==> src/rtl/serial_adder.sv <==
// Bit-serial adder/subtractor: one bit per clock through a half-adder-pair full adder, valid/ready on both sides.
// Optional abort input is enabled by defining SERIAL_ADDER_ABORT_EN.

module half_adder (
   input  logic x,
   input  logic y,
   output logic s,
   output logic c
);
   assign s = x ^ y;
   assign c = x & y;
endmodule

module serial_adder #(
   parameter int WIDTH = 64
) (
   input  logic             clk,
   input  logic             rst_n,
   input  logic             in_valid,
   output logic             in_ready,
   input  logic [WIDTH-1:0] a,
   input  logic [WIDTH-1:0] b,
   input  logic             sub,
`ifdef SERIAL_ADDER_ABORT_EN
   input  logic             abort,
`endif
   output logic             out_valid,
   input  logic             out_ready,
   output logic [WIDTH-1:0] sum,
   output logic             c_out,
   output logic             overflow,
   output logic             zero,
   output logic             negative
);
   localparam int CW = (WIDTH > 2) ? $clog2(WIDTH) : 1;

   typedef enum logic [1:0] {IDLE, RUN, DONE} state_t;

   state_t           state, state_nxt;
   logic [CW-1:0]    cnt;
   logic [WIDTH-1:0] ra, rb;
   logic [WIDTH-2:0] acc;
   logic             carry;
   logic             s1, c1, c2, fa_s, fa_c;
   logic [WIDTH-1:0] sum_nxt;
   logic             accept, last, abort_i;

`ifdef SERIAL_ADDER_ABORT_EN
   assign abort_i = abort;
`else
   assign abort_i = 1'b0;
`endif

   half_adder u_ha0 (.x(ra[0]), .y(rb[0]), .s(s1),   .c(c1));
   half_adder u_ha1 (.x(s1),    .y(carry), .s(fa_s), .c(c2));
   assign fa_c = c1 | c2;

   // New bit enters at the MSB; after WIDTH shifts the word is in place.
   assign sum_nxt = {fa_s, acc};
   assign accept  = (state == IDLE) && in_valid && in_ready;
   assign last    = (cnt == CW'(WIDTH - 1));

   always_ff @(posedge clk) begin
      if (!rst_n) state <= IDLE;
      else        state <= state_nxt;
   end

   always_comb begin
      state_nxt = state;
      case (state)
         IDLE: if (accept) state_nxt = RUN;
         RUN: begin
            if (abort_i)   state_nxt = IDLE;
            else if (last) state_nxt = DONE;
         end
         DONE: if (abort_i || out_ready) state_nxt = IDLE;
         default: state_nxt = IDLE;
      endcase
   end

   always_comb begin
      out_valid = (state == DONE);
   end

   // Registered so it stays low through reset and rises on the first edge after release.
   always_ff @(posedge clk) begin
      if (!rst_n) in_ready <= 1'b0;
      else        in_ready <= (state_nxt == IDLE);
   end

   always_ff @(posedge clk) begin
      if (!rst_n) begin
         cnt      <= '0;
         sum      <= '0;
         c_out    <= 1'b0;
         overflow <= 1'b0;
         zero     <= 1'b0;
         negative <= 1'b0;
      end else if (state == RUN) begin
         if (abort_i) begin
            cnt <= '0;
         end else begin
            cnt <= cnt + 1'b1;
            if (last) begin
               sum      <= sum_nxt;
               c_out    <= fa_c;
               overflow <= carry ^ fa_c;
               zero     <= (sum_nxt == '0);
               negative <= fa_s;
            end
         end
      end else if (accept) begin
         cnt <= '0;
      end
   end

   // Operand/carry shift registers carry no reset; the control path qualifies them.
   always_ff @(posedge clk) begin
      if (accept) begin
         ra    <= a;
         rb    <= sub ? ~b : b;
         carry <= sub;
      end else if (state == RUN) begin
         ra    <= ra >> 1;
         rb    <= rb >> 1;
         acc   <= sum_nxt[WIDTH-1:1];
         carry <= fa_c;
      end
   end

endmodule

==> config.mk <==
export PLATFORM = sky130hd
export DESIGN_NAME = serial_adder
export DESIGN_NICKNAME = d
export VERILOG_FILES = /design/src/rtl/serial_adder.sv
export SDC_FILE = /design/constraint.sdc
export NUM_CORES = 1
export LEC_CHECK = 0
export ABC_AREA = 1
export CAP_MARGIN = 20
export CORE_ASPECT_RATIO = 1.5
export CORE_MARGIN = 2
export CORE_UTILIZATION = 58
export CTS_BUF_LIST = sky130_fd_sc_hd__clkbuf_2
export CTS_CLUSTER_SIZE = 28
export DETAILED_ROUTE_END_ITERATION = 16
export PLACE_DENSITY = 0.87
export SLEW_MARGIN = 20
export SYNTH_ARGS = -nofsm -noshare
export SYNTH_HDL_FRONTEND = slang
export SYNTH_SLANG_ARGS = --single-unit
==> constraint.sdc <==
create_clock -name clk -period 11.4 [get_ports clk]
set_clock_uncertainty 0.1 [all_clocks]
set_input_delay 2.28 -clock clk [delete_from_list [all_inputs] [get_ports clk]]
set_output_delay 2.28 -clock clk [all_outputs]
set_load 0.05 [all_outputs]
## After elaboration in Yosys (flattened, before gate mapping)

Cells that the tools add are included.

| word-level totals | value |
|---|---|
| logic and storage cells | 45 |
| bits of input ports | 133 |
| output and inout port bits | 70 |
| flip-flop bits (word level) | 269 |

| operators by class | value |
|---|---|
| bitwise operators | 8 |
| add/sub/neg operators | 1 |
| eq/ne operators | 3 |
| mux-type cells | 13 |
| reduce and logical (&&, ||, !) cells | 8 |

Operator list:

| kind | number |
|---|---|
| $mux 64 | 5 |
| $logic_not 64->1 | 1 |
| $not 64->64 | 1 |
| $mux 6 | 2 |
| $add 6x1->6 const B | 1 |
| $eq 6x6->1 const B | 1 |
| $mux 2 | 3 |
| $pmux 2 s3 | 1 |
| $logic_not 2->1 | 2 |
| $reduce_and 2->1 | 2 |
| $xor 1x1->1 | 3 |
| $and 1x1->1 | 2 |
| $eq 2x1->1 const B | 1 |
| $eq 2x2->1 const B | 1 |
| $logic_and 1x1->1 | 2 |
| $mux 1 | 2 |
| $reduce_bool 2->1 | 1 |
| $not 1->1 | 1 |
| $or 1x1->1 | 1 |

## Depth between registers and ports, before layout

Gate-level depths: netlist of run 1.

| logic depth | value |
|---|---|
| depth after elaboration | 6 |
| depth in mapped cells | 10 |
| mapped depth without buffers | 10 |

## Modules after synthesis

Synthesis of run 1 repeated with hierarchy kept, for this count alone.

| unflattened totals | value |
|---|---|
| cell total of the unflattened synthesis | 1027 |
| area total of the unflattened synthesis | 10784.1 sq um |

By module, submodules not included:

| module | times used | cells an instance | sequential area each (sq um) | area each (sq um) |
|---|---|---|---|---|
| serial_adder | 1 | 1025 | 7287.0 | 10759.1 |
| half_adder | 2 | 1 | 0.0 | 12.5 |

## Worst setup path before layout of run 1

Ideal clock, no wire load.

| timing path | value |
|---|---|
| path type | input-to-reg |
| start point | input port in_valid |
| end point | register carry, enable pin |
| data required time | 10.817 ns |
| path buffers | 1 |
| setup slack | 5.629 ns |
| data arrival time | 5.188 ns |
| cell stages on the path | 4 |
| setup time | 0.483 ns |
| cell sequence | and3_1 -> buf_4 -> nor2_4 -> inv_1 |

| between the ends | value |
|---|---|
| longest elaborated chain between the ends | 3 |

RTL lines:

| what | line | text |
|---|---|---|
| start: declaration | 19 | `input logic in_valid,` |
| $logic_and 1x1->1 (2 in series) | 60 | `assign accept = (state == IDLE) && in_valid && in_ready;` |
| $reduce_bool 2->1 (no source line) | n/a |  |
| end signal: assignment | 122 | `carry <= sub;` |
| end: declaration | 43 | `logic carry;` |

Every way passes these cells.
A chain may end at the register's enable or synchronous reset.

## Worst setup path after layout of run 1

| timing path | value |
|---|---|
| start point | register state[1] |
| end point | output port out_valid |

| between the ends | value |
|---|---|
| longest elaborated chain between the ends | 1 |

RTL lines:

| what | line | text |
|---|---|---|
| start: declaration | 39 | `state_t state, state_nxt;` |
| start signal: assignment | 65 | `else state <= state_nxt;` |
| $eq 2x2->1 | 82 | `out_valid = (state == DONE);` |
| end: declaration | 27 | `output logic out_valid,` |

Every way passes these cells.

==> results of run 1 <==
area by class of cell:
| type | count | area (um2) | share of cell area [%] |
|---|---|---|---|
| diodes | 2 | 5.005 | 0.03719 |
| clock buffers | 82 | 410.4 | 3.050 |
| clock inverters | 26 | 103.9 | 0.7717 |
| inverters | 15 | 66.31 | 0.4928 |
| multi-input cells | 686 | 3201 | 23.78 |
| flip-flops and latches | 268 | 7287 | 54.15 |
| well taps | 252 | 315.3 | 2.343 |
| repair buffers | 207 | 2068 | 15.37 |
kinds of logic after synthesis:
group,share of synthesized area (%)
AOI/OAI and AO/OA,6.881
adders and majority gates,0.2977
and+or+nand+nor,16.89
xor gates and xnor gates,5.210
buffers and inverters,4.042
DFF,66.68
power groups by stage:
stage	combinational (uW)	sequential [uW]	clock [uW]
finish	199	1150	561
global route	224	1160	627
CTS	200	1160	580
detailed placement	200	1180	0
global placement	191	1170	0
floorplan	122	1180	0
cell usage in the layout, fill, tap and decap left out, types with 11 or more instances in the layout:
| cell | count |
|---|---|
| sky130_fd_sc_hd__nand2_1 | 284 |
| sky130_fd_sc_hd__clkdlybuf4s50_1 | 200 |
| sky130_fd_sc_hd__edfxtp_1 | 192 |
| sky130_fd_sc_hd__nor2_1 | 168 |
| sky130_fd_sc_hd__o21ai_0 | 131 |
| sky130_fd_sc_hd__clkbuf_2 | 82 |
| sky130_fd_sc_hd__dfxtp_1 | 76 |
| sky130_fd_sc_hd__xnor2_1 | 64 |
| sky130_fd_sc_hd__clkinv_1 | 18 |
| sky130_fd_sc_hd__inv_1 | 11 |
layer usage:
| layer | up-vias | track usage (%) | routed length, um |
|---|---|---|---|
| met4 | 0 | 8.799 | 559 |
| met1 | 3541 | 26.49 | 8578 |
| met5 | - | 0 | 0 |
| met2 | 253 | 37.60 | 11310 |
| li1 | 3848 | - | - |
| met3 | 42 | 4.837 | 1308 |
worst max-delay path, delay by kind of cell (launching register included):
kind	cells	cell delay, ns
flip-flops	1	0.34
AND/OR/NAND/NOR	1	0.12
buffers and inverters	2	0.90
sequential cells by signal, summed over array words and instances, names as in the netlist:
name	cells
rb	64
overflow	1
cnt	6
zero	1
c_out	1
carry	1
acc	63
in_ready	1
sum	64
state	2
ra	64
per-stage QoR:
| step | total power [uW] | setup slack (ns) | hold WS [ns] | area, um2 | util, % |
|---|---|---|---|---|---|
| final | 1915 | 6.845 | 0.3755 | 13460 | 72.86 |
| after global routing | 2012 | 6.714 | 0.3945 | 13460 | 72.86 |
| after CTS | 1935 | 6.752 | 0.3796 | 13430 | 72.70 |
| after detailed placement | 1377 | 5.872 | 0.3567 | 12910 | 69.92 |
| after global placement | 1365 | 5.986 | 0.3488 | 12910 | 69.92 |
| after floorplan | 1297 | 5.629 | 0.3390 | 10930 | - |
how the worst max path moves through the flow:
stage	cells after the start	from	to
after floorplan	4	in_valid	carry
after global placement	6	in_valid	ra[31]
after detailed placement	6	in_valid	ra[21]
after CTS	3	state[1]	out_valid
after global routing	3	state[1]	out_valid
final	3	state[1]	out_valid
==> reports/results.ini, run 1 <==
[setup_path]
setup.worst_path.class = reg2out
worst_r2r_endpoint = ra[21]
critical_path.slowest_cell = sky130_fd_sc_hd__clkdlybuf4s50_1
r2r_start = state[0]
number_of_cells_on_the_worst_reg_to_reg_path = 6
critical_path_cell_by_cell = inv_1, nor2_1, clkdlybuf4s50_1
worst-r2r-setup-slack_ns = 8.51
max_fo_critical_path = 2
worstSetupEndpointType = output pin
slowest_delay_ns = 0.85
start_kind = flop
worstPathRequired_ns = 9.02
data_arrival_critical_path_ns = 2.18

[synth]
netlist.top_cell.by_area = sky130_fd_sc_hd__edfxtp_1
synth_largest_type_area_fraction_pct = 52.76
yosysWarnings = 0
synthesis.area_per_instance_um2 = 10.64
gate_count_of_the_mapped_netlist = 1027
netlist_cell_types = 27
synth_enable_flop_cells = 192
synth-main-ff-cell = sky130_fd_sc_hd__edfxtp_1
postSynth.asyncResetShare_pct = 0
yosysSeqAreaShare_pct = 66.68
ys_ff_latch = 268
yosysMostFrequentCell = sky130_fd_sc_hd__nand2_1
top_cells_by_count_synth = sky130_fd_sc_hd__nand2_1, sky130_fd_sc_hd__edfxtp_1, sky130_fd_sc_hd__nor2_1, sky130_fd_sc_hd__o21ai_0, sky130_fd_sc_hd__dfxtp_1
syn_nets = 1162
synth_area_um2 = 10930
synth_area_leaders = sky130_fd_sc_hd__edfxtp_1, sky130_fd_sc_hd__dfxtp_1, sky130_fd_sc_hd__nand2_1

[clocking]
cts.repair.resized = 0
clockRootBuffer = sky130_fd_sc_hd__clkbuf_2
ctsLongestPathBuffers = 3
numClockSinks = 268
cts_htree_levels = 2
clock_latency_ns = 0.83
post-cts-setup-buffer-count = 0
path_clk_slew_ns = 0.12
cts_hold_repair.buffers = 0
tritoncts = done
tritoncts.num_buffers = 59

[detailed_routing]
antenna_left = 0
routed_via_density = 4.996
detail_route.iter0.violations = 633
postRouteWirelength_mm = 21.76
detailedRoute.firstPassIterationCount = 5
detail_route.wl_per_cell_um = 14.15
drc_errors = 0
routed-via-count = 7684

[sta]
worstMarginPinSlew_ns = 1.050
hold_viol = 0
rsz_0062_raised_after_global_routing = no
post-route-period-util_pct = 39.96
report.final.setup_viol = 0
period_needed_ns = 4.555
maxClockFrequency_mhz = 219.5
maxSlewHeadroom_pct = 30.02
slew_viol_final = 0
totalNegativeSetupSlack_ns = 0

[grt]
gr-total-overflow = 0
grt_max_degree = 135
first_global_vias = 7484
track_usage_pct = 21.80
global_route_wire_length_before_repair_mm = 34.38
grt_antenna_before_repair = 2

[floorplanning]
die_h_um = 172.1
floorplan.core_area_um2 = 18470
dieArea_um2 = 19980
initial_core_util_pct = 59.17
num_rows = 61
floorplan.io_pins = 203
dieWidth_um = 116.1

[worst_hold_path]
hold_path.class = reg2reg
worst_hold_startpoint = acc[15]
worstHoldEndpoint = acc[14]
worstHoldPathCells = 0

[pwr]
sequential_fraction_of_design_power_pct = 60.3
power_switching_uw = 497.7
comb_power_share_pct = 10.4
static-leakage-power_uw = 0.005142
power_per_cell_area_nw_per_um2 = 142.3
switching_share_pct = 25.99
power_frac_clock_pct = 29.3
cellInternalPower_uw = 1417
vdd_ir_drop_max_v = 0.00009173

[run_status]
run_status = finished clean

[final_layout]
layout_cell_share_with_drive_strength_beyond_1_pct = 9.268
finish.cell_count_without_fillers = 1538
num-fill-cells = 1383
design.final.nets = 1372
flow.area_growth_from_synthesis_pct = 23.14

[placed_design]
place.detailed.hpwl_mm = 13.83
globalplace.congestion = 0.7739
io_buffer_count = 202
numPlacedInstances = 1427

[run]
timing.max_cap.violations = 0

No activity file was read; power rests on OpenSTA's default activity.
==> run 2, diff against run 1 <==
- CORE_UTILIZATION: 58 -> 49
- PLACE_DENSITY: 0.87 -> 0.79
- clock period: 11.4 -> 3.75 ns (I/O delays scaled with it)
==> run 2 against run 1 <==
- flip-flop and latch count is the same
- largest power group unchanged
- critical path type unchanged
- utilization shrank 10 points
- critical path depth is the same
- largest cell class unchanged
- sequential power grew to 3.1 times the previous value
- first-iteration DRC count shrank 35%
- worst hold slack gained 0.0039 ns
==> reports/results.ini, run 2 (synthesis gave the netlist of run 1 again) <==
[run_status]
run_status = finished clean

[setup_path]
start_kind = flop
cp.buffers_inverters = 2
data_arrival_critical_path_ns = 2.20
critical_path_cell_by_cell = inv_2, nor2_1, clkdlybuf4s50_1
critical_path.slowest_cell = sky130_fd_sc_hd__clkdlybuf4s50_1
max_fo_critical_path = 2
crit_family = buffers and inverters
setup.worst_path.class = reg2out
slowest_delay_ns = 0.86
worstPathRequired_ns = 2.90
worst-path-stages = 3
worstSetupEndpointType = output pin
number_of_cells_on_the_worst_reg_to_reg_path = 5

[placed_design]
postPlaceCellArea_um2 = 13050
pre_cts_slack_ns = 0.7366
globalplace.congestion = 0.7522
place.detailed.hpwl_mm = 14.04
io_buffer_count = 202

[sta]
hold_viol = 0
fin_worst_hold_slack_ns = 0.3794
maxClockFrequency_mhz = 327.7
report.final.setup_viol = 0
totalNegativeSetupSlack_ns = 0
post-route-period-util_pct = 81.38
period_needed_ns = 3.052
rsz_0062_raised_after_global_routing = no
postLayoutSetupSlackWorst_ns = 0.6981
worstMarginPinSlew_ns = 0.9835
slew_viol_final = 0
maxSlewHeadroom_pct = 34.43

[floorplanning]
floorplan.core_area_um2 = 21800
dieWidth_um = 125.9
num_rows = 66
floorplan.io_pins = 203
dieArea_um2 = 23540
die_h_um = 186.9
initial_core_util_pct = 50.13

[final_layout]
design.final.nets = 1379
final_common_cell = sky130_fd_sc_hd__nand2_1
largestRegisters = ra x64, rb x64, sum x64
mostFrequentLayoutCells = sky130_fd_sc_hd__nand2_1, sky130_fd_sc_hd__clkdlybuf4s50_1, sky130_fd_sc_hd__edfxtp_1
flow.area_growth_from_synthesis_pct = 24.44
post-route-util_pct = 62.38
postLayoutCellArea_um2 = 13600
layout_cell_share_with_drive_strength_beyond_1_pct = 10.50

[clocking]
tritoncts = done
tritoncts.num_buffers = 61
clock_latency_ns = 0.82
numClockSinks = 268
cts.repair.resized = 0
post-cts-setup-buffer-count = 0
path_clk_slew_ns = 0.11
cts_htree_levels = 2
ctsLongestPathBuffers = 3
cts_hold_repair.buffers = 0
clockRootBuffer = sky130_fd_sc_hd__clkbuf_2

[pwr]
power_per_cell_area_nw_per_um2 = 435.1
vdd_ir_drop_max_v = 0.0002205
static-leakage-power_uw = 0.005200

[detailed_routing]
postRouteWirelength_mm = 21.57
drc_errors = 0
detail_route.wl_per_cell_um = 13.76
detail_route.iter0.violations = 413
routed_via_density = 4.832
routed-via-count = 7577
antenna_left = 0
detailedRoute.firstPassIterationCount = 4

[run]
timing.max_cap.violations = 0

[worst_hold_path]
hold_path.class = reg2reg
worstHoldPathCells = 0

[grt]
gr-total-overflow = 0
global_route_wire_length_before_repair_mm = 36.07
first_global_vias = 7696
track_usage_pct = 18.51
grt_antenna_before_repair = 1
grt_max_degree = 70

==> run 2: per-layer routing <==
metal  global-route usage [%]  vias up  share of wire [%]
met1                    23.07     3456                 41
met3                    3.776       42                5.1
met5                        0        -                  0
met2                    31.74      213                 51
met4                    6.889        0                2.7
li1                         -     3866                  -
==> run 2: path summary, 6_finish.rpt <==
path	from	end	slack, ns
max	state[1]	out_valid	0.70
min	acc[31]	acc[30]	0.38
max reg2reg	state[0]	rb[61]	1.50
min reg2reg	acc[31]	acc[30]	0.38
==> run 2: final cells by class <==
cell class / count / area, um2
inverter: 15 / 71.32
tap: 272 / 340.3
antenna: 1 / 2.502
clock inverter: 18 / 68.82
fill: 1838 / 8202
timing repair buffer: 212 / 2140
multi-input combinational: 686 / 3208
sequential: 268 / 7288
clock buffer: 96 / 480.5
==> run 2: per-stage QoR <==
| step | std cells | total power, uW |
|---|---|---|
| 2_1_floorplan | 1027 | 3938 |
| 3_3_place_gp | 1453 | 4176 |
| 3_5_place_dp | 1453 | 4200 |
| 4_1_cts | 1567 | 6003 |
| 5_1_grt | 1568 | 6223 |
| 6_report | 1568 | 5917 |
==> run 2: where the power goes <==
group	total, uW	switching [uW]	internal, uW
clock	1800	1120	677
sequential	3510	67.1	3440
combinational	614	335	279
==> RTL edit 1, RTL diff (flow settings as in run 1) <==
Encoding of `state_t`: now one-hot (3 bits for 3 states).
--- a/src/rtl/serial_adder.sv
+++ b/src/rtl/serial_adder.sv
@@ -34,7 +34,7 @@
 );
    localparam int CW = (WIDTH > 2) ? $clog2(WIDTH) : 1;
 
-   typedef enum logic [1:0] {IDLE, RUN, DONE} state_t;
+   typedef enum logic [2:0] {IDLE = 3'b001, RUN = 3'b010, DONE = 3'b100} state_t;
 
    state_t           state, state_nxt;
    logic [CW-1:0]    cnt;
Function: same outputs for any inputs over 10 cycles, from zero or initial values and one cycle with rst_n low; not proved beyond that.
==> RTL edit 1 against run 1 <==
Sequential cell count up 1. Non-clock buffer count unchanged. Wire length is 0.32% lower. Fmax down 7.0%. Cell area about the same. Critical endpoint is now cnt[2]. Power rose by 2.8%. Setup slack worse by 0.34 ns. Worst hold slack got worse by 0.012 ns. Area after synthesis decreased by 0.70%. Global-route usage up 0.062 points. Synthesized cell count grew 0.68%. Sequential share of layout area up 0.11 points. First-iteration DRC count up 15%.
==> RTL edit 1: results (changes against run 1) <==
Post-Synth XOR/XNOR Area = 0.0525 (was 0.0521)
Slew HR = 0.272 (was 0.300)
Worst Path Max Fanout = 94 (was 2)
Number of synthesized flops with an enable pin = 192 (unchanged)
Synth cell count leaders = 289 x nand2_1, 192 x edfxtp_1, 173 x nor2_1 (was 284 x nand2_1, 192 x edfxtp_1, 168 x nor2_1)
CP max-delay cell = nand2_4 (was clkdlybuf4s50_1)
Mux contribution to synthesized area = 0 (unchanged)
Total CTS buffers = 58 (was 59)
Place WS = 5.32 ns (was 5.87 ns)
Synth Area in Compound Gates = 0.0691 (was 0.0688)
Status = finished clean (unchanged)
All-layer global routing usage = 0.219 (was 0.218)
Gpl congestion = 0.790 (was 0.774)
LEAKAGE = 0.00515 uW (was 0.00514 uW)
NetSw = 523 uW (was 498 uW)
Top cells by area, synth = edfxtp_1 53%, dfxtp_1 14%, nand2_1 10% (was edfxtp_1 53%, dfxtp_1 14%, nand2_1 9.8%)
Dpl hpwl = 14,100 microns (was 13,800 microns)
Max incr delay on CP = 0.76 ns (was 0.85 ns)
Wire per inst = 14.0 microns (was 14.1 microns)
Share of layout cells above drive strength 1 = 0.0812 (was 0.0927)
Worst skew pair latency = 0.78 ns (was 0.83 ns)
Core Util, Final = 0.729 (about the same)
Sequential area share after synthesis = 0.673 (was 0.667)
Fillers = 1,321 (was 1,383)
Yosys Warn Count = 0 (unchanged)
Syn avg cell area = 10.5 sq um (was 10.6 sq um)
Worst hold path class = flop to flop (unchanged)
# resized after CTS = 0 (unchanged)
Largest net degree at the start of global routing = 104 (was 135)
Post-DP Area = 12,900 sq um (about the same)
Adder-Cell Fraction of Synth Area = 0.00300 (was 0.00298)
Non-Filler Instances = 1,546 (was 1,538)
Clock root cell = clkbuf_2 (unchanged)
Top flop regs = ra: 64 flops, rb: 64 flops, sum: 64 flops (unchanged)
Synthesized net count = 1,169 (was 1,162)
Post-synthesis async set-or-reset flop share = 0 (unchanged)
Port bufs = 202 (unchanged)
Via Count = 7,818 (was 7,684)
First-pass GRT wire length = 34,800 microns (was 34,400 microns)
Worst vdd ir = 0.0792 mV (was 0.0917 mV)
Vias in the first global route = 7,583 (was 7,484)
Postcts setup bufs = 0 (unchanged)
Cell family with the largest share of critical-path delay = simple AND/OR/NAND/NOR gates (was buffers and inverters)
Drt initial violations = 727 (was 633)
H-tree depth = 2 (unchanged)
Reg clk slew, reported paths = 0.11 ns
Nets = 1,379 (was 1,372)
DR pass1 iterations = 4 (was 5)
Initial antenna violation count = 1 (was 2)
Yosys cell types = 27 (unchanged)
-- RTL edit 1: changes by cell type after synthesis, sizes merged, moves of 2 or more --
cell    change
buf        -19
clkbuf     +18
nor2        -7
nand2       +4
inv         +3
nand4       +3
nand3       +2
-- RTL edit 1: final cells by class --
type                       count  area share
antenna                        1    0.000186
clock buffer                  84      0.0312
clock inverter                25     0.00790
inverter                      19     0.00530
tap                          252      0.0234
sequential                   269       0.543
multi-input combinational    689       0.237
timing repair buffer         207       0.153
-- RTL edit 1: tightest hold or removal path, delay by kind of cell (launching register included) --
| family | cells | cell delay (ns) |
|---|---|---|
| and+or+nand+nor | 1 | 0.04 |
| DFF | 1 | 0.33 |
| AOI/OAI and AO/OA | 1 | 0.06 |
-- RTL edit 1: metal layers --
layer | GRT usage | vias to the layer above | wire (microns)
met3 | 0.0476 | 31 | 1490
met1 | 0.283 | 3618 | 8960
met5 | 0 | - | 0
met4 | 0.0647 | 0 | 354
li1 | - | 3876 | -
met2 | 0.370 | 293 | 10900
-- RTL edit 1: kinds of logic after synthesis --
logic type	Yosys count
AOI/OAI and AO/OA	149
xor gates and xnor gates	65
adders and majority gates	2
buffers and inverters	76
DFF	269
and+or+nand+nor	473
-- RTL edit 1: path summary, 6_finish.rpt --
| kind | cells after the start | slack (ns) | to | start |
|---|---|---|---|---|
| max | 7 | 6.50 | cnt[2] | in_valid |
| min | 2 | 0.36 | rb[17] | rb[18] |
| max reg2reg | 8 | 7.76 | cnt[2] | state[0] |
| min reg2reg | 2 | 0.36 | rb[17] | rb[18] |
-- RTL edit 1: power by group through the flow --
stage / registers [uW] / clock network, uW / logic [uW]
after floorplan: 1190 / 0 / 156
after global placement: 1180 / 0 / 238
after detailed placement: 1180 / 0 / 248
after CTS: 1160 / 582 / 248
after global routing: 1170 / 628 / 277
final: 1160 / 561 / 244
==> RTL edit 2, RTL diff (flow settings as in run 1) <==
Without the edit above. Add a define of `SERIAL_ADDER_ABORT_EN`.
--- a/src/rtl/serial_adder.sv
+++ b/src/rtl/serial_adder.sv
@@ -1,5 +1,7 @@
 // Bit-serial adder/subtractor: one bit per clock through a half-adder-pair full adder, valid/ready on both sides.
 // Optional abort input is enabled by defining SERIAL_ADDER_ABORT_EN.
+
+`define SERIAL_ADDER_ABORT_EN
 
 module half_adder (
    input  logic x,
Interface: changed (added abort); port bits go from 203 to 204. The function was not compared with the original's and may differ.
==> RTL edit 2 against run 1 <==
Critical path type unchanged. Setup slack worse by 0.028 ns. Sequential share of layout area up 0.12 points. Wire length up 0.33%. First-iteration DRC count down 16%. Synthesized cell count up 0.19%. Area after synthesis down 1.3%. Via count up 1.5%. Cell area down 0.21%. Sequential cell count unchanged. Highest routed layer unchanged. Power down 2.3%.
==> RTL edit 2: results (changes against run 1) <==
R2R Path End = ra[39] (was ra[21])
Largest net degree at the start of global routing = 138 (was 135)
Synth cell count leaders = 286 x nand2_1, 192 x edfxtp_1, 177 x nor2_1 (was 284 x nand2_1, 192 x edfxtp_1, 168 x nor2_1)
Clock root cell = clkbuf_2 (unchanged)
Dpl hpwl = 14,200 microns (was 13,800 microns)
Total CTS buffers = 57 (was 59)
Number of synthesized flops with an enable pin = 192 (unchanged)
Worst Path Max Fanout = 3 (was 2)
Mux contribution to synthesized area = 0 (unchanged)
Worst-Margin Slew = 1.05 ns (about the same)
First-pass GRT wire length = 34,900 microns (was 34,400 microns)
R2R setup slack = 8.03 ns (was 8.51 ns)
Crit path kind = flop to output pin (unchanged)
Share of layout cells above drive strength 1 = 0.0805 (was 0.0927)
Top flop regs = ra: 64 flops, rb: 64 flops, sum: 64 flops (unchanged)
Synth Area in Compound Gates = 0.0690 (was 0.0688)
Port bufs = 203 (was 202)
H-tree depth = 2 (unchanged)
Worst hold path class = flop to flop (unchanged)
# resized after CTS = 0 (unchanged)
Worst skew pair latency = 0.76 ns (was 0.83 ns)
Die Area = 19,700 sq um (was 20,000 sq um)
Worst vdd ir = 0.0877 mV (was 0.0917 mV)
Clk buf depth = 3 (unchanged)
Worst setup path startpoint = state[1] (unchanged)
Post-synthesis async set-or-reset flop share = 0 (unchanged)
Vias in the first global route = 7,598 (was 7,484)
Wire per inst = 14.2 microns (was 14.1 microns)
Drt initial violations = 534 (was 633)
Adder-Cell Fraction of Synth Area = 0.00302 (was 0.00298)
Status = finished clean (unchanged)
Hold path depth = 0 (unchanged)
Hold Startpoint = acc[41] (was acc[15])
Yosys cell types = 25 (was 27)
Post-Synth XOR/XNOR Area = 0.0528 (was 0.0521)
Hold Path Sink = acc[40] (was acc[14])
Via/cell ratio = 5.09 (was 5.00)
DR pass1 iterations = 5 (unchanged)
Reg clk slew, reported paths = 0.14 ns (was 0.12 ns)
Nets = 1,377 (was 1,372)
All-layer global routing usage = 0.221 (was 0.218)
Sequential area share after synthesis = 0.675 (was 0.667)
Postcts setup bufs = 0 (unchanged)
Initial antenna violation count = 1 (was 2)
Yosys Warn Count = 0 (unchanged)
Gpl congestion = 0.761 (was 0.774)
Synthesized net count = 1,165 (was 1,162)
Synth Flop Type = edfxtp_1 (unchanged)
Top cells by area, synth = edfxtp_1 53%, dfxtp_1 14%, nand2_1 10% (was edfxtp_1 53%, dfxtp_1 14%, nand2_1 9.8%)
LEAKAGE = 0.00514 uW (about the same)
CP arrival = 2.20 ns (was 2.18 ns)
Worst reg2reg path depth = 6 (unchanged)
R2r startpoint = state[0] (unchanged)
[RTL edit 2: cell types whose count changed after synthesis, sizes merged]
cell    delta
nand2      +2
o21ai      -2
clkbuf    +16
nand4      +3
nand3      -1
a21oi      +2
nor2       -1
buf       -17
[RTL edit 2: logic make-up after synthesis]
family / Yosys count
XOR/XNOR: 65
adder cells (fa/ha/maj): 2
AND/OR/NAND/NOR: 474
flip-flops: 268
AO/OA/AOI/OAI: 148
buffers and inverters: 72
[RTL edit 2: metal layers]
metal | GRT usage | part of all wire
met1 | 0.267 | 0.39
met2 | 0.389 | 0.53
met3 | 0.0425 | 0.059
met4 | 0.0854 | 0.021
met5 | 0 | 0
[RTL edit 2: stage by stage]
stage	setup WS, ns	instances	hold WS [ns]	total power (uW)	util
final	6.82	1532	0.360	1870	0.730
after global routing	6.68	1532	0.396	1960	0.730
after CTS	6.74	1530	0.365	1890	0.729
after detailed placement	6.18	1433	0.368	1330	0.702
after global placement	6.21	1433	0.354	1320	0.702
after floorplan	5.03	1029	0.345	1260	-
[RTL edit 2: worst max-delay path by stage]
stage           endpoint  slack (ns)
2_1_floorplan     cnt[2]        5.03
3_5_place_dp      ra[37]        6.18
4_1_cts        out_valid        6.74
3_3_place_gp      ra[22]        6.21
6_report       out_valid        6.82
5_1_grt        out_valid        6.68
[RTL edit 2: cell type report]
type,count,area [sq um]
sequential,268,7290
multi-input combinational,689,3180
timing repair buffer,210,2090
tap,252,315
clock buffer,83,415
clock inverter,14,82.6
antenna,1,2.50
inverter,15,56.3
fill,1329,4970
[RTL edit 2: critical path, stage by stage, from the launching register on]
cell and delay [ns]:
dfxtp_1 0.44, inv_1 0.08, nor2_1 0.13, clkdlybuf4s50_1 0.83
[RTL edit 2: power breakdown]
part	leakage, uW	internal, uW	total (uW)	switching, uW
clock network	0.000378	215	560	346
logic	0.00239	82.0	179	96.9
registers	0.00237	1110	1130	17.3
total	0.00514	1410	1870	460
